===== src/rtl/car_alarm_controller_pkg.sv =====
// -----------------------------------------------------------------------------
// car_alarm_controller_pkg
// Shared definitions for the car alarm controller:
//   - state_e       : FSM state encoding, also driven out as StateCode
//   - CNT_W         : width of the tick down-counter
//   - DEF_*_TICKS   : default dwell lengths in TickPulse periods
//   - is_armed_state: states in which the armed LED is steadily lit
// -----------------------------------------------------------------------------
package car_alarm_controller_pkg;

    localparam int CNT_W = 5;

    localparam int DEF_EXIT_TICKS  = 8;
    localparam int DEF_ENTRY_TICKS = 4;
    localparam int DEF_SIREN_TICKS = 16;

    typedef enum logic [2:0] {
        ST_DISARMED    = 3'd0,
        ST_EXIT_DELAY  = 3'd1,
        ST_ARMED       = 3'd2,
        ST_ENTRY_DELAY = 3'd3,
        ST_SIREN       = 3'd4
    } state_e;

    function automatic logic is_armed_state(input state_e s);
        return (s == ST_ARMED) || (s == ST_ENTRY_DELAY) || (s == ST_SIREN);
    endfunction

endpackage


===== src/rtl/car_alarm_controller_if.sv =====
// -----------------------------------------------------------------------------
// car_alarm_controller_if
// Sensor/key-fob inputs and alarm outputs of the car alarm controller.
//   master : the vehicle side (drives sensors, fob requests, timebase strobe)
//   slave  : the alarm controller (drives chime, siren, LED, state code)
// -----------------------------------------------------------------------------
interface car_alarm_controller_if;

    logic       CarLightsOnSign;
    logic       OpenDoorSign;
    logic       IgnitionSignalOn;
    logic       ArmRequest;
    logic       DisarmRequest;
    logic       TickPulse;

    logic       CarAlarmSignal;
    logic       SirenOn;
    logic       ArmedIndicator;
    logic [2:0] StateCode;

    modport master (
        output CarLightsOnSign, OpenDoorSign, IgnitionSignalOn,
               ArmRequest, DisarmRequest, TickPulse,
        input  CarAlarmSignal, SirenOn, ArmedIndicator, StateCode
    );

    modport slave (
        input  CarLightsOnSign, OpenDoorSign, IgnitionSignalOn,
               ArmRequest, DisarmRequest, TickPulse,
        output CarAlarmSignal, SirenOn, ArmedIndicator, StateCode
    );

endinterface


===== src/rtl/car_alarm_controller_tick_down_counter.sv =====
// -----------------------------------------------------------------------------
// tick_down_counter
// Dwell timer for the timed alarm states.
//   clk, reset : system clock, synchronous active-high reset
//   load       : load load_val this clock (wins over tick)
//   load_val   : dwell length in ticks (0 parks the counter)
//   tick       : one-cycle timebase strobe
//   expire     : tick seen while the count is 1, i.e. the N-th tick after load
// A parked counter (0) ignores ticks, so stray strobes never wrap it.
// -----------------------------------------------------------------------------
module tick_down_counter
    import car_alarm_controller_pkg::*;
#(
    parameter int W = CNT_W
) (
    input  logic         clk,
    input  logic         reset,
    input  logic         load,
    input  logic [W-1:0] load_val,
    input  logic         tick,
    output logic         expire
);

    logic [W-1:0] count_q, count_d;

    // Expiry looks only at the current count, not at load, so the FSM may
    // use it to decide a reload without forming a combinational loop.
    assign expire = tick && (count_q == W'(1));

    always_comb begin
        // NOTE: every always_comb output gets a default first so no path leaves it unassigned (no latch).
        count_d = count_q;
        if (load) begin
            count_d = load_val;
        end else if (tick && (count_q != '0)) begin
            count_d = count_q - W'(1);
        end
    end

    // NOTE: flops use non-blocking (<=) so every register samples pre-edge values.
    always_ff @(posedge clk) begin
        if (reset) begin
            count_q <= '0;
        end else begin
            count_q <= count_d;
        end
    end

endmodule


===== src/rtl/car_alarm_controller.sv =====
// -----------------------------------------------------------------------------
// car_alarm_controller
// Five-state car alarm: DISARMED -> EXIT_DELAY -> ARMED -> ENTRY_DELAY -> SIREN.
//   clk, reset : system clock, synchronous active-high reset
//   bus        : sensors, key-fob requests and TickPulse in; CarAlarmSignal
//                (lights-on chime), SirenOn, ArmedIndicator, StateCode out
// All outputs are registered and computed from the next state, so they show
// the state entered on the same clock edge.
// -----------------------------------------------------------------------------
module car_alarm_controller
    import car_alarm_controller_pkg::*;
#(
    parameter int EXIT_TICKS  = DEF_EXIT_TICKS,
    parameter int ENTRY_TICKS = DEF_ENTRY_TICKS,
    parameter int SIREN_TICKS = DEF_SIREN_TICKS
) (
    input  logic                  clk,
    input  logic                  reset,
    car_alarm_controller_if.slave bus
);

    state_e             state_q, state_d;
    logic               siren_q, siren_d;
    logic               armed_q, armed_d;
    logic               chime_q, chime_d;

    logic               cnt_load;
    logic [CNT_W-1:0]   cnt_load_val;
    logic               cnt_expire;

    tick_down_counter #(.W(CNT_W)) u_counter (
        .clk      (clk),
        .reset    (reset),
        .load     (cnt_load),
        .load_val (cnt_load_val),
        .tick     (bus.TickPulse),
        .expire   (cnt_expire)
    );

    // Next-state and counter control. Leaving for an untimed state loads 0
    // so the counter is parked and later ticks cannot expire it.
    always_comb begin
        state_d      = state_q;
        cnt_load     = 1'b0;
        cnt_load_val = '0;

        if (bus.DisarmRequest) begin
            state_d  = ST_DISARMED;
            cnt_load = 1'b1;
        end else begin
            case (state_q)
                ST_DISARMED: begin
                    if (bus.ArmRequest && !bus.OpenDoorSign && !bus.IgnitionSignalOn) begin
                        state_d      = ST_EXIT_DELAY;
                        cnt_load     = 1'b1;
                        cnt_load_val = CNT_W'(EXIT_TICKS);
                    end
                end
                ST_EXIT_DELAY: begin
                    if (bus.IgnitionSignalOn) begin
                        state_d  = ST_DISARMED;
                        cnt_load = 1'b1;
                    end else if (bus.OpenDoorSign) begin
                        // Door reopened: restart the full exit delay.
                        cnt_load     = 1'b1;
                        cnt_load_val = CNT_W'(EXIT_TICKS);
                    end else if (cnt_expire) begin
                        state_d = ST_ARMED;
                    end
                end
                ST_ARMED: begin
                    if (bus.IgnitionSignalOn) begin
                        state_d      = ST_SIREN;
                        cnt_load     = 1'b1;
                        cnt_load_val = CNT_W'(SIREN_TICKS);
                    end else if (bus.OpenDoorSign) begin
                        state_d      = ST_ENTRY_DELAY;
                        cnt_load     = 1'b1;
                        cnt_load_val = CNT_W'(ENTRY_TICKS);
                    end
                end
                ST_ENTRY_DELAY: begin
                    if (cnt_expire) begin
                        state_d      = ST_SIREN;
                        cnt_load     = 1'b1;
                        cnt_load_val = CNT_W'(SIREN_TICKS);
                    end
                end
                ST_SIREN: begin
                    if (cnt_expire) begin
                        if (!bus.OpenDoorSign && !bus.IgnitionSignalOn) begin
                            state_d = ST_ARMED;
                        end else begin
                            cnt_load     = 1'b1;
                            cnt_load_val = CNT_W'(SIREN_TICKS);
                        end
                    end
                end
                default: begin
                    // Unused codes 5..7 recover to DISARMED.
                    state_d  = ST_DISARMED;
                    cnt_load = 1'b1;
                end
            endcase
        end
    end

    // Registered outputs derived from the state being entered.
    always_comb begin
        siren_d = (state_d == ST_SIREN);
        chime_d = (state_d == ST_DISARMED) && bus.CarLightsOnSign &&
                  bus.OpenDoorSign && !bus.IgnitionSignalOn;
        armed_d = is_armed_state(state_d);
        if (state_d == ST_EXIT_DELAY) begin
            // Blink: lit on entry, then toggle on every tick while waiting.
            if (state_q != ST_EXIT_DELAY) begin
                armed_d = 1'b1;
            end else if (bus.TickPulse) begin
                armed_d = !armed_q;
            end else begin
                armed_d = armed_q;
            end
        end
    end

    always_ff @(posedge clk) begin
        if (reset) begin
            state_q <= ST_DISARMED;
            siren_q <= 1'b0;
            armed_q <= 1'b0;
            chime_q <= 1'b0;
        end else begin
            state_q <= state_d;
            siren_q <= siren_d;
            armed_q <= armed_d;
            chime_q <= chime_d;
        end
    end

    assign bus.StateCode      = state_q;
    assign bus.SirenOn        = siren_q;
    assign bus.ArmedIndicator = armed_q;
    assign bus.CarAlarmSignal = chime_q;

endmodule


===== src/flat_wrapper.sv =====
// flat-port wrapper written by rule: the top's interface ports become plain ports
module car_alarm_controller_flat import car_alarm_controller_pkg::*;
#(
    parameter int EXIT_TICKS  = DEF_EXIT_TICKS,
    parameter int ENTRY_TICKS = DEF_ENTRY_TICKS,
    parameter int SIREN_TICKS = DEF_SIREN_TICKS
)
  (clk, reset, bus_CarLightsOnSign, bus_OpenDoorSign, bus_IgnitionSignalOn, bus_ArmRequest, bus_DisarmRequest, bus_TickPulse, bus_CarAlarmSignal, bus_SirenOn, bus_ArmedIndicator, bus_StateCode);
  car_alarm_controller_if bus_i ();
  input  logic clk;
  input  logic reset;
  input wire logic [$bits(bus_i.CarLightsOnSign)-1:0] bus_CarLightsOnSign;
  input wire logic [$bits(bus_i.OpenDoorSign)-1:0] bus_OpenDoorSign;
  input wire logic [$bits(bus_i.IgnitionSignalOn)-1:0] bus_IgnitionSignalOn;
  input wire logic [$bits(bus_i.ArmRequest)-1:0] bus_ArmRequest;
  input wire logic [$bits(bus_i.DisarmRequest)-1:0] bus_DisarmRequest;
  input wire logic [$bits(bus_i.TickPulse)-1:0] bus_TickPulse;
  output wire logic [$bits(bus_i.CarAlarmSignal)-1:0] bus_CarAlarmSignal;
  output wire logic [$bits(bus_i.SirenOn)-1:0] bus_SirenOn;
  output wire logic [$bits(bus_i.ArmedIndicator)-1:0] bus_ArmedIndicator;
  output wire logic [$bits(bus_i.StateCode)-1:0] bus_StateCode;
  assign bus_i.CarLightsOnSign = bus_CarLightsOnSign;
  assign bus_i.OpenDoorSign = bus_OpenDoorSign;
  assign bus_i.IgnitionSignalOn = bus_IgnitionSignalOn;
  assign bus_i.ArmRequest = bus_ArmRequest;
  assign bus_i.DisarmRequest = bus_DisarmRequest;
  assign bus_i.TickPulse = bus_TickPulse;
  assign bus_CarAlarmSignal = bus_i.CarAlarmSignal;
  assign bus_SirenOn = bus_i.SirenOn;
  assign bus_ArmedIndicator = bus_i.ArmedIndicator;
  assign bus_StateCode = bus_i.StateCode;
  car_alarm_controller #(.EXIT_TICKS(EXIT_TICKS), .ENTRY_TICKS(ENTRY_TICKS), .SIREN_TICKS(SIREN_TICKS)) u_core (.clk(clk), .reset(reset), .bus(bus_i));
endmodule

===== config.mk =====
export PLATFORM = sky130hd
export DESIGN_NAME = car_alarm_controller_flat
export DESIGN_NICKNAME = d
export VERILOG_FILES = /design/src/rtl/car_alarm_controller_pkg.sv /design/src/rtl/car_alarm_controller_if.sv /design/src/rtl/car_alarm_controller_tick_down_counter.sv /design/src/rtl/car_alarm_controller.sv /design/src/flat_wrapper.sv
export SDC_FILE = /design/constraint.sdc
export NUM_CORES = 1
export LEC_CHECK = 0
export ABC_AREA = 1
export CAP_MARGIN = 25
export CORE_MARGIN = 5
export CORE_UTILIZATION = 45
export CTS_BUF_LIST = sky130_fd_sc_hd__clkbuf_4
export DETAILED_ROUTE_END_ITERATION = 12
export PLACE_DENSITY = 0.69
export SYNTH_ARGS = -nofsm -noshare
export SYNTH_HDL_FRONTEND = slang
export SYNTH_HIERARCHICAL = 1
export SYNTH_SLANG_ARGS = --single-unit

===== constraint.sdc =====
create_clock -name clk -period 2.3 [get_ports clk]
set_input_delay 0.23 -clock clk [delete_from_list [all_inputs] [get_ports clk]]
set_output_delay 0.23 -clock clk [all_outputs]
set_load 0.01 [all_outputs]

======== After elaboration in Yosys (flattened, before gate mapping) ========
Index checks and enable logic that the tools add are counted.
word-level totals
  flip-flop bits (word level) ............. 11
  word-level logic and storage cells ...... 69
  output and inout bits ................... 6
  input port bits ......................... 8
operators by class
  reductions and logical operators ........ 18
  muxes and demuxes ....................... 34
  add/subtract/negate cells ............... 1
  equality and inequality tests ........... 11
operators with widths
  kind                                                   number
  2-to-1 mux 5 bit                                       8
  2-to-1 mux 3 bit                                       11
  one-hot mux 5 bit (5 select lines)                     1
  one-hot mux 3 bit (5 select lines)                     1
  equality test 3 x 2 -> 1 bit, second input constant    4
  2-to-1 mux 1 bit                                       10
  logical AND 1 bit                                      8
  2-to-1 mux 4 bit                                       2
  equality test 3 x 1 -> 1 bit, second input constant    2
  equality test 3 bit, second input constant             2
  zero test 3 bit                                        2
  equality test 5 x 1 -> 1 bit, second input constant    1
  nonzero test 5 bit                                     1
  subtractor 5 x 1 -> 5 bit, second input constant       1
  one-hot mux 1 bit (4 select lines)                     1
  zero test 1 bit                                        3
  inequality test 3 x 1 -> 1 bit, second input constant  1
  inequality test 3 bit, second input constant           1
  logical OR 1 bit                                       2
  nonzero test 2 bit                                     1
  OR reduction 2 bit                                     1

======== Logic depth before layout (Yosys ltp) ========
Gate-level depths: netlist (run 1).
  depth in word-level cells ............... 11
  gate-level depth with buffers ........... 13
  gate-level depth less buffers ........... 13

======== Cells and area by module ========
The synthesis (run 1) kept the hierarchy.
modules (own cells, without submodules)
  module                instances  seq. area each (µm²)  area an instance (µm²)  cells an instance
  car_alarm_controller  1          120.1                 499.2                   92
  tick_down_counter     1          100.1                 335.3                   53

======== Worst setup path after synthesis (run 1) ========
OpenSTA, ideal clock, no wires.
  path kind ............................... reg-to-reg
  start ................................... register u_core.u_counter.count_q[1]
  end ..................................... register u_core.u_counter.count_q[1]
  data required time ...................... 2.187 ns
  buffers on the path ..................... 0
  clock period less this slack ............ 1.783 ns
  stages on the path, launching flop included .. 12
  slack ................................... 0.517 ns
  setup time .............................. 0.113 ns
  arrival time ............................ 1.670 ns
  cells stage by stage .................... dfxtp_1 -> inv_1 -> ha_1 -> nand3_1 -> nor3_1 -> o21ai_0 -> nand2_1 -> inv_2 -> nand2_4 -> clkinv_2 -> nor2_1 -> nor2_1
on the way
  longest elaborated chain between the ends .. 6
  elaborated cells between the ends (all ways) .. 15
  those cells by class .................... add/sub (1); eq/ne (1); mux (9); reduce/logical (4)
RTL lines
  item                                                    line                                                    source
  from (decl)                                             car_alarm_controller_tick_down_counter.sv:24            logic [W-1:0] count_q, count_d;
  from (signal assigned)                                  car_alarm_controller_tick_down_counter.sv:45            count_q <= count_d;
  equality test 5 x 1 -> 1 bit (*)                        car_alarm_controller_tick_down_counter.sv:28            assign expire = tick && (count_q == W'(1));
  logical AND 1 bit (*)                                   car_alarm_controller_tick_down_counter.sv:28
  via u_core.cnt_expire                                   car_alarm_controller.sv:29                              logic cnt_expire;
  2-to-1 mux 1 bit (on tied branches)                     car_alarm_controller.sv:90, car_alarm_controller.sv:83
  one-hot mux 1 bit (4 select lines) (*)                  car_alarm_controller.sv:51                              case (state_q)
  2-to-1 mux 1 bit (*)                                    car_alarm_controller.sv:47                              if (bus.DisarmRequest) begin
  via u_core.cnt_load                                     car_alarm_controller.sv:27                              logic cnt_load;
  2-to-1 mux 5 bit or nonzero test 2 bit (tied branches)  n/a
The timed path passes the listed nets; every way through them passes the cells marked *. The select of a mux whose other input is x is not followed.
A chain may end at the register's enable or synchronous reset.

======== Worst setup path after layout (run 1) ========
  start ................................... register u_core.u_counter.count_q[0]
  end ..................................... register u_core.u_counter.count_q[3]
Same word-level chain as after synthesis.

==> out/summary.log, run 1 <==
INFO  synthesis      yosys.cell_types.count=22
INFO  sta            rsz0062_at_grt=false
INFO  cells_and_area fin_nets=176
INFO  detailed_routing route.detailed.drc=0
INFO  cells_and_area post_layout_nonfiller_instances=190
INFO  cells_and_area synthToLayoutAreaGrowth=25.2%
INFO  setup_path     cp_max_fo=6
INFO  power          static-leakage-power=0.528nW
INFO  synthesis      post_synth_inst_count=145
INFO  sta            finalSetupViolCount=0
INFO  synthesis      syn-cell-area=835squm
INFO  detailed_routing detail_routed_net_length_per_standard_cell=10.4um
INFO  cells_and_area post_route_cells_drive_above_1_share=0.145
INFO  power          vdd_drop_max=0.000360V
INFO  clocking       cts_tree=yes
INFO  global_route   track_usage=0.171
INFO  clocking       cts-root-to-sink-buffers=2
INFO  clocking       cts_max_level=1
INFO  global_route   number_of_antenna_violations_at_the_first_check_in_global_routing=0
INFO  synthesis      synth_warnings=6
INFO  sta            finalHoldViolations=0
INFO  floorplanning  start_util=0.478
INFO  clocking       post_cts_resize_count=0
INFO  setup_path     worstReg2RegEnd=u_core/u_counter/count_q[3]
INFO  power          totalPowerFinal=0.466mW
INFO  detailed_routing ant_nets=0
INFO  sta            fin_worst_skew=0.00229ns
INFO  synthesis      syn_area_per_cell=5.76squm
INFO  sta            layout_worst_path_cycle_share=0.761
INFO  placement      dp_worst_setup_slack=0.308ns
INFO  sta            timing.fmax=0.571GHz
INFO  worst_hold_path hold_class=register to register
INFO  global_route   grt-ovfl-total=0
INFO  clocking       postCtsSetupRepairBufs=0
INFO  sta            fin_crit=1.75ns
INFO  clocking       numCtsBuffers=3
INFO  cells_and_area antenna_cells_inserted=0
INFO  setup_path     worst-endpoint-arrival=1.89ns
INFO  sta            slew_violations=0
INFO  clocking       clk_transition_reported_paths=0.06ns
INFO  setup_path     r2r_start=u_core/u_counter/count_q[0]
INFO  detailed_routing num_vias=902
INFO  clocking       post_cts_hold_buffer_count=0
INFO  run_status     run_status=finished clean
INFO  clocking       clock_tree.root_cell=sky130_fd_sc_hd__clkbuf_4
INFO  placement      place.detailed.instances=186
INFO  cells_and_area design_area=0.00104sqmm
INFO  global_route   grt_start_max_net_pins=10
INFO  clocking       cts_sinks=11
INFO  placement      placement.cell_area=0.00101sqmm
INFO  setup_path     critPathCaptureType=register
INFO  floorplanning  floorplan.core_area=0.00175sqmm
INFO  clocking       worst_skew_pair.late_latency=0.26ns
INFO  floorplanning  die_width=53.1um
INFO  global_route   first_global_vias=844
INFO  sta            fin_hold_ws=0.510ns
INFO  setup_path     worst_setup_path_start_kind=register
INFO  placement      gp_congestion=0.876
INFO  global_route   global_route_wire_length_before_repair=3.55mm
INFO  setup_path     worst-r2r-setup-slack=0.55ns
INFO  floorplanning  chipHeight=53.1um
INFO  setup_path     setup.worst_path.end=u_core/u_counter/count_q[3]
INFO  detailed_routing number_of_detailed_routing_iterations_run_before_antenna_repair=4
INFO  setup_path     required=2.44ns
INFO  power          power_density=446mW/mm^2
INFO  detailed_routing postRouteWirelength=1.97mm
INFO  setup_path     r2r_cells=11
INFO  sta            worst_slack=0.550ns
INFO  cells_and_area mostFrequentLayoutCell=sky130_fd_sc_hd__nand2_1
INFO  sta            timing.setup.tns=0ns
INFO  placement      detailedPlacementHpwl=1.62mm
INFO  setup_path     worst_setup_startpoint=u_core/u_counter/count_q[0]
INFO  cells_and_area layout.core_utilization=0.599
INFO  flow_run       cap_viol_max_count=0
INFO  setup_path     worstSetupPathType=register to register
INFO  synthesis      ys_seq_area_frac=0.264
INFO  floorplanning  placementRows=15
INFO  synthesis      synth_seq_cells=11
INFO  detailed_routing drt-vias-per-instance=4.75
INFO  floorplanning  floorplan.io_pins=14
INFO  placement      port_buffers=13
INFO  cells_and_area layout.cells.most_common_list=sky130_fd_sc_hd__nand2_1, sky130_fd_sc_hd__nor2_1, sky130_fd_sc_hd__inv_1
INFO  detailed_routing detailedRoute.firstIterationViolations=35
INFO  floorplanning  die_area=0.00282sqmm
==> metal layers <==
layer / track usage / part of all wire
met1: 0.208 / 0.46
met2: 0.279 / 0.48
met3: 0.0676 / 0.062
met4: 0.0383 / 0
met5: 0 / 0
==> logic make-up after synthesis <==
| family | synth area share |
|---|---|
| other | 0.00449 |
| AOI/OAI and AO/OA | 0.102 |
| and+or+nand+nor | 0.490 |
| buffers and inverters | 0.109 |
| DFF | 0.264 |
| adders and majority gates | 0.0300 |
==> cell type report <==
cell class | instances | area, sq um
fill | 176 | 701
multi-input combinational | 111 | 527
inverter | 24 | 91.3
sequential | 11 | 220
timing repair buffer | 15 | 145
tap | 25 | 31.3
clock buffer | 4 | 30.0
==> synth_stat cells (all sizes together) <==
cell type / n / area (sq um)
nor2: 28 / 113
clkinv: 1 / 5.00
o211ai: 1 / 7.51
dfxtp: 11 / 220
inv: 23 / 86.3
nor3: 5 / 25.0
conb: 1 / 3.75
ha: 2 / 25.0
nand4: 2 / 12.5
nand2: 44 / 183
o21ai: 8 / 43.8
a21oi: 6 / 33.8
or2: 1 / 6.26
nand3: 12 / 70.1
==> worst max-delay path: stages, from the launching register on <==
cell                       delay, ns
sky130_fd_sc_hd__dfxtp_1        0.39
sky130_fd_sc_hd__ha_1           0.17
sky130_fd_sc_hd__nand3_1        0.07
sky130_fd_sc_hd__nor3_1         0.15
sky130_fd_sc_hd__buf_4          0.17
sky130_fd_sc_hd__o21ai_0        0.11
sky130_fd_sc_hd__nand2_1        0.18
sky130_fd_sc_hd__inv_2          0.09
sky130_fd_sc_hd__nand2_4        0.10
sky130_fd_sc_hd__clkinv_2       0.07
sky130_fd_sc_hd__nand2_1        0.07
sky130_fd_sc_hd__a21oi_2        0.05
==> report_power, final <==
part / switching (mW) / total (mW) / internal (mW) / leakage (nW)
Clock: 0.0608 / 0.140 / 0.0788 / 0.0184
Sequential: 0.0112 / 0.212 / 0.201 / 0.0897
Combinational: 0.0668 / 0.115 / 0.0477 / 0.420
==> sequential cells by signal, indices dropped and copies added, names as in the netlist <==
register                   count
u_core/bus.CarAlarmSignal      1
u_core/bus.ArmedIndicator      1
u_core/u_counter/count_q       5
u_core/bus.SirenOn             1
u_core/bus.StateCode           3
==> worst min path at each step <==
stage | startpoint | endpoint | cells after the start
floorplan | reset | u_core/u_counter/count_q[3] | 1
global placement | u_core/u_counter/count_q[4] | u_core/u_counter/count_q[4] | 2
detailed placement | u_core/u_counter/count_q[4] | u_core/u_counter/count_q[4] | 2
CTS | bus_CarLightsOnSign | u_core/bus.CarAlarmSignal | 3
global route | u_core/u_counter/count_q[4] | u_core/u_counter/count_q[4] | 2
finish | u_core/u_counter/count_q[4] | u_core/u_counter/count_q[4] | 2
(Power assumes the default switching activity.)
==> inputs of run 2 (changes only) <==
PLACE_DENSITY = 0.72   (was 0.69)
clock period = 1.5 ns   (was 2.3 ns; I/O delays follow)
==> run 2 against run 1 <==
Compared with the run above:
- the flow now finishes with violations (setup timing)
- setup slack got worse by 0.75 ns
- non-clock buffer count is 25 higher
- combinational power rose to 2.6 times the previous value
- critical path type unchanged
- global-route usage is 3.6 points higher
- sequential power grew 53%
- critical path depth is 2 higher
- clock power grew 46%
- wire length up 39%
- total power grew 77%
- clock skew is essentially flat
- maximum frequency increased by 2.7%
- hold slack worse by 0.071 ns
==> out/summary.log, run 2 (synthesis gave the netlist of run 1 again) <==
INFO  setup_path     worstReg2RegEnd=u_core/bus.ArmedIndicator
INFO  clocking       cts_tree=yes
INFO  detailed_routing route.detailed.drc=0
INFO  cells_and_area post_layout_nonfiller_instances=215
INFO  floorplanning  die_width=53.1um
INFO  floorplanning  floorplan.core_area=0.00175sqmm
INFO  sta            rsz0062_at_grt=true
INFO  setup_path     crit_buf_inv=1
INFO  power          totalPowerFinal=0.824mW
INFO  cells_and_area antenna_cells_inserted=0
INFO  setup_path     setup.worst_path.end=u_core/bus.ArmedIndicator
INFO  sta            timing.setup.tns=-1.25ns
INFO  global_route   number_of_antenna_violations_at_the_first_check_in_global_routing=0
INFO  setup_path     worst-endpoint-arrival=1.87ns
INFO  detailed_routing detail_routed_net_length_per_standard_cell=12.8um
INFO  setup_path     r2r_cells=13
INFO  flow_run       cap_viol_max_count=0
INFO  clocking       numCtsBuffers=3
INFO  power          power_density=603mW/mm^2
INFO  sta            finalSetupViolCount=10
INFO  setup_path     r2r_start=u_core/u_counter/count_q[1]
INFO  run_status     violated_checks=setup timing
INFO  sta            fin_worst_skew=0.00258ns
INFO  cells_and_area layout.core_utilization=0.782
INFO  sta            fin_crit=1.70ns
INFO  setup_path     worst-r2r-setup-slack=-0.20ns
INFO  floorplanning  placementRows=15
INFO  floorplanning  chipHeight=53.1um
INFO  global_route   grt-ovfl-total=0
INFO  clocking       cts-root-to-sink-buffers=2
INFO  clocking       worst_skew_pair.late_latency=0.27ns
INFO  detailed_routing postRouteWirelength=2.75mm
INFO  cells_and_area fin_nets=201
INFO  sta            worst_slack=-0.204ns
INFO  setup_path     max_stage_delay_on_crit_path=0.33ns
INFO  clocking       clock_tree.root_cell=sky130_fd_sc_hd__clkbuf_4
INFO  cells_and_area ff_latch_area=226squm
INFO  detailed_routing number_of_detailed_routing_iterations_run_before_antenna_repair=4
INFO  placement      placement.cell_area=0.00119sqmm
INFO  setup_path     worst_setup_startpoint=u_core/u_counter/count_q[1]
INFO  setup_path     required=1.67ns
INFO  detailed_routing detailedRoute.firstIterationViolations=51
INFO  global_route   first_global_vias=1,038
INFO  setup_path     worst_setup_path_start_kind=register
INFO  setup_path     slowest_stage=sky130_fd_sc_hd__dfxtp_2
INFO  cells_and_area flip_flop_count_of_the_largest_register_all_copies_and_words_added=5
INFO  placement      gp_congestion=0.877
INFO  global_route   track_usage=0.207
INFO  setup_path     cp_max_fo=6
INFO  sta            slew_violations=0
INFO  sta            layout_worst_path_cycle_share=1.14
INFO  cells_and_area max_flop_register=u_core/u_counter/count_q
INFO  worst_hold_path hold_class=input pin to register
INFO  cells_and_area post_route_cells_drive_above_1_share=0.405
INFO  global_route   global_route_wire_length_before_repair=4.34mm
INFO  cells_and_area synthToLayoutAreaGrowth=63.6%
INFO  detailed_routing num_vias=1,072
INFO  clocking       clk_transition_reported_paths=0.07ns
INFO  placement      place.detailed.instances=205
INFO  sta            timing.fmax=0.587GHz
INFO  floorplanning  floorplan.io_pins=14
INFO  clocking       cts_max_level=1
INFO  global_route   grt_start_max_net_pins=10
INFO  run_status     run_status=finished with violations
INFO  cells_and_area layout.cells.most_common_list=sky130_fd_sc_hd__nand2_1, sky130_fd_sc_hd__buf_4, sky130_fd_sc_hd__nor2_1
INFO  floorplanning  start_util=0.478
INFO  cells_and_area multi_input_comb_area=632squm
INFO  power          vdd_drop_max=0.000635V
INFO  detailed_routing ant_nets=0
INFO  setup_path     critPathCaptureType=register
INFO  clocking       cts_sinks=11
INFO  sta            finalHoldViolations=0
INFO  cells_and_area fill_cells=131
INFO  power          static-leakage-power=0.673nW
INFO  setup_path     crit_path_cell_trace=inv_2 > ha_4 > nand3_4 > nor3_4 > nand2_1 > nand2_1 > nor2_1 > nor2_1 > nand2_1 > nand2_2 > o21ai_2 > nor2_1 > nor2_2
INFO  setup_path     logic_depth_of_the_worst_setup_path_including_buffers=13
INFO  setup_path     worstSetupPathType=register to register
INFO  floorplanning  die_area=0.00282sqmm
INFO  detailed_routing drt-vias-per-instance=4.99
INFO  placement      detailedPlacementHpwl=1.94mm
INFO  cells_and_area design_area=0.00137sqmm
INFO  placement      port_buffers=13
INFO  cells_and_area mostFrequentLayoutCell=sky130_fd_sc_hd__nand2_1
INFO  setup_path     path_delay_family=simple AND/OR/NAND/NOR gates
-- run 2: changes by cell type in the layout (fill, tap and decap cells not counted), sizes merged --
cell    before  now
clkbuf       4    3
inv         23   24
buf          2   27
-- run 2: how the worst min path moves through the flow --
stage                                start  depth (start not counted)  slack, ns                     endpoint
2_1_floorplan                        reset                          1       0.21  u_core/u_counter/count_q[0]
3_3_place_gp   u_core/u_counter/count_q[4]                          2       0.49  u_core/u_counter/count_q[4]
3_5_place_dp   u_core/u_counter/count_q[4]                          2       0.50  u_core/u_counter/count_q[4]
4_1_cts                bus_CarLightsOnSign                          3       0.43    u_core/bus.CarAlarmSignal
5_1_grt                bus_CarLightsOnSign                          3       0.45    u_core/bus.CarAlarmSignal
6_report               bus_CarLightsOnSign                          3       0.44    u_core/bus.CarAlarmSignal
-- run 2: metrics by stage --
step / hold slack (ns) / setup slack (ns)
finish: 0.440 / -0.204
global route: 0.451 / -0.286
CTS: 0.433 / -0.106
detailed placement: 0.502 / -0.341
global placement: 0.487 / -0.271
floorplan: 0.212 / -0.0350
-- run 2: layer usage --
metal / GRT usage / vias up / share of wire
li1: - / 540 / -
met1: 0.230 / 487 / 0.40
met2: 0.397 / 37 / 0.54
met3: 0.0535 / 8 / 0.049
met4: 0.0255 / 0 / 0.015
met5: 0 / - / 0
-- run 2: layout make-up --
cell class,instances,area share
Clock buffer,3,0.0165
Sequential cell,11,0.166
Inverter,24,0.0733
Tap cell,25,0.0229
Timing Repair Buffer,40,0.255
Clock inverter,1,0.00367
Multi-Input combinational cell,111,0.463
-- run 2: timing repair --
item	CTS	global route
buffers inserted	5	1
pin swaps	6	4
hold buffers	0	0
gates resized for setup	13	21
setup endpoints to repair	12	11
-- run 2: report_power, final --
part	internal, mW	switching, mW	total [mW]
Clock	0.0986	0.105	0.204
Sequential	0.309	0.0149	0.324
Combinational	0.135	0.161	0.296
-- run 2: worst min-delay path: cells and delay by family --
| kind | cells | cell delay (ns) |
|---|---|---|
| simple gates | 2 | 0.12 |
| buf+inv | 1 | 0.39 |
==> edit: new RTL, settings of run 1 <==
Set the package constant `CNT_W` to 10 (it was 5).
--- a/src/rtl/car_alarm_controller_pkg.sv
+++ b/src/rtl/car_alarm_controller_pkg.sv
@@ -8,7 +8,7 @@
 // -----------------------------------------------------------------------------
 package car_alarm_controller_pkg;
 
-    localparam int CNT_W = 5;
+    localparam int CNT_W = 10;
 
     localparam int DEF_EXIT_TICKS  = 8;
     localparam int DEF_ENTRY_TICKS = 4;
Formal check against the unedited RTL: no difference found for any inputs over 10 cycles, from zero or initial values and one cycle with reset high; that may be too few to reach the edited logic, so the function may still have changed.
==> edit against run 1 <==
- non-clock buffer count is 3 higher
- combinational power increased by 110%
- total power increased by 54%
- critical path depth up 2
- sequential power is 49% higher
- routed wire length up 50%
- sequential cell count up 5
- setup slack got worse by 110 ps
- design area increased by 45%
- synthesized cell count up 49%
- area after synthesis up 53%
==> edit: results (changes against run 1) <==
metric	value	unit	change
GRT Overall Usage	0.1559		-0.01467
CP Launch Point	u_core/u_counter/count_q[8]		
largest cells by area after synthesis	dfxtp_1, nand2_1, nor2_1, inv_1, nand3_1		
Worst R2R Path Depth	13		+2
IO buf count	13		unchanged
VDD IR max	0.3313	mV	-7.9%
Post-CTS Hold Buffers	0		unchanged
later-pin clock latency in the skew report	290	ps	+30 ps
post-synth cell types	29		+32%
largest net degree at the start of global routing	10		unchanged
Hold Path Class	in2reg		
CTS tree	done		
cts repair resizes	0		unchanged
drt pass-1 iters	4		unchanged
run status	finished, final reports clean		
clock transition at the registers of the reported paths	90	ps	+30 ps
vias in the first global route	1214		+44%
initial drt markers	64		+83%
CP endpoint kind	flop		
fill cell count	300		+70%
Post-DP HPWL	2371	um	+47%
Critical Path AT	2050	ps	+160 ps
CP peak stage delay	340	ps	-50 ps
CP max FO	5		-1
r2r setup slk	440	ps	-110 ps
Clock Tree Buf Depth	2		unchanged
yosys warns	6		unchanged
# diodes	0		unchanged
Post-synth top cells	nand2_1, nor2_1, inv_1		
layout cells sized above 1	0.1535		+0.008072
largest register by flop count	u_core/u_counter/count_q		
register area share after synthesis	0.2510		-0.01289
DR WL/cell	10.90	um	+4.9%
initial antenna violation count	0		unchanged
Leakage Power	0.7626	nW	+44%
worst clock skew	1.080	ps	-1.207 ps
Final Wtd Congestion	0.8864		+1.2%
Vias	1304		+45%
Final Net Count	252		+43%
root cell of the clock tree	clkbuf_4		
max FFs per register	10		+5
first-pass GRT wire length	5161	um	+46%
Synth Flop Type	dfxtp_1		
H-tree Lvls	1		unchanged
Slowest-stage cell, CP	dfxtp_1		
RR Endpoint	u_core/bus.ArmedIndicator		
-- edit: changes by cell type after synthesis, sizes merged, moves of 2 or more --
cell	run 1	this run
dfxtp	11	16
nor2	28	50
buf	0	3
nand4	2	4
inv	23	29
nand3	12	19
xor2	0	2
nand2	44	67
-- edit: layout make-up --
| class | count | area, um^2 | share of cell area |
|---|---|---|---|
| sequential | 16 | 320.3 | 0.2110 |
| multi-input combinational | 174 | 855.8 | 0.5639 |
| inverter | 29 | 108.9 | 0.07172 |
| clock inverter | 1 | 3.754 | 0.002473 |
| clock buffer | 3 | 22.52 | 0.01484 |
| tap | 31 | 38.79 | 0.02556 |
| timing repair buffer | 18 | 167.7 | 0.1105 |
-- edit: cells by family (layout without fill, tap and decap cells) --
family	after synthesis	in the layout	share of synthesized area
AO/OA/AOI/OAI	17	17	0.08629
AND/OR/NAND/NOR	145	145	0.5235
flip-flops	16	16	0.2510
XOR/XNOR	3	3	0.02059
other	1	7	0.002938
adder cells (fa/ha/maj)	2	2	0.01960
buffers and inverters	32	51	0.09607
-- edit: critical path, delay by kind of cell (launching register included) --
family,cells,cell delay (ps)
buf+inv,1,180
flops,1,340
compound gates,1,60
simple gates,11,1160
-- edit: metrics by stage --
| stage | area (um^2) | instances | hold slack (ps) | setup slack, ps |
|---|---|---|---|---|
| after CTS | 1518 | 272 | 496.8 | 426.7 |
| after detailed placement | 1491 | 268 | 499.7 | 249.2 |
| final | 1518 | 272 | 504.7 | 437.9 |
| after floorplan | 1299 | 222 | 302.4 | 415.9 |
| after global placement | 1491 | 268 | 500.2 | 298.2 |
| after global routing | 1518 | 272 | 515.1 | 218.3 |
-- edit: power breakdown --
group          switching, W  total, W  internal, W
Combinational      0.000151  0.000247    0.0000960
Sequential        0.0000205  0.000316     0.000296
Clock             0.0000907  0.000154    0.0000630
-- edit: metal layers --
metal	global-route usage	share of wire	vias up	routed length, um
li1	-	-	715	-
met1	0.2149	0.52	557	1527
met2	0.2410	0.43	25	1280
met3	0.03020	0.036	7	107
met4	0.05455	0.016	0	48
met5	0	0	-	0
-- edit: worst min path at each step --
stage / to / slack (ps) / cells after the start / startpoint
6_report: u_core/bus.CarAlarmSignal / 500 / 3 / bus_CarLightsOnSign
5_1_grt: u_core/bus.CarAlarmSignal / 520 / 3 / bus_CarLightsOnSign
4_1_cts: u_core/bus.CarAlarmSignal / 500 / 3 / bus_CarLightsOnSign
3_5_place_dp: u_core/u_counter/count_q[6] / 500 / 2 / u_core/u_counter/count_q[6]
3_3_place_gp: u_core/u_counter/count_q[6] / 500 / 2 / u_core/u_counter/count_q[6]
2_1_floorplan: u_core/bus.SirenOn / 300 / 1 / reset
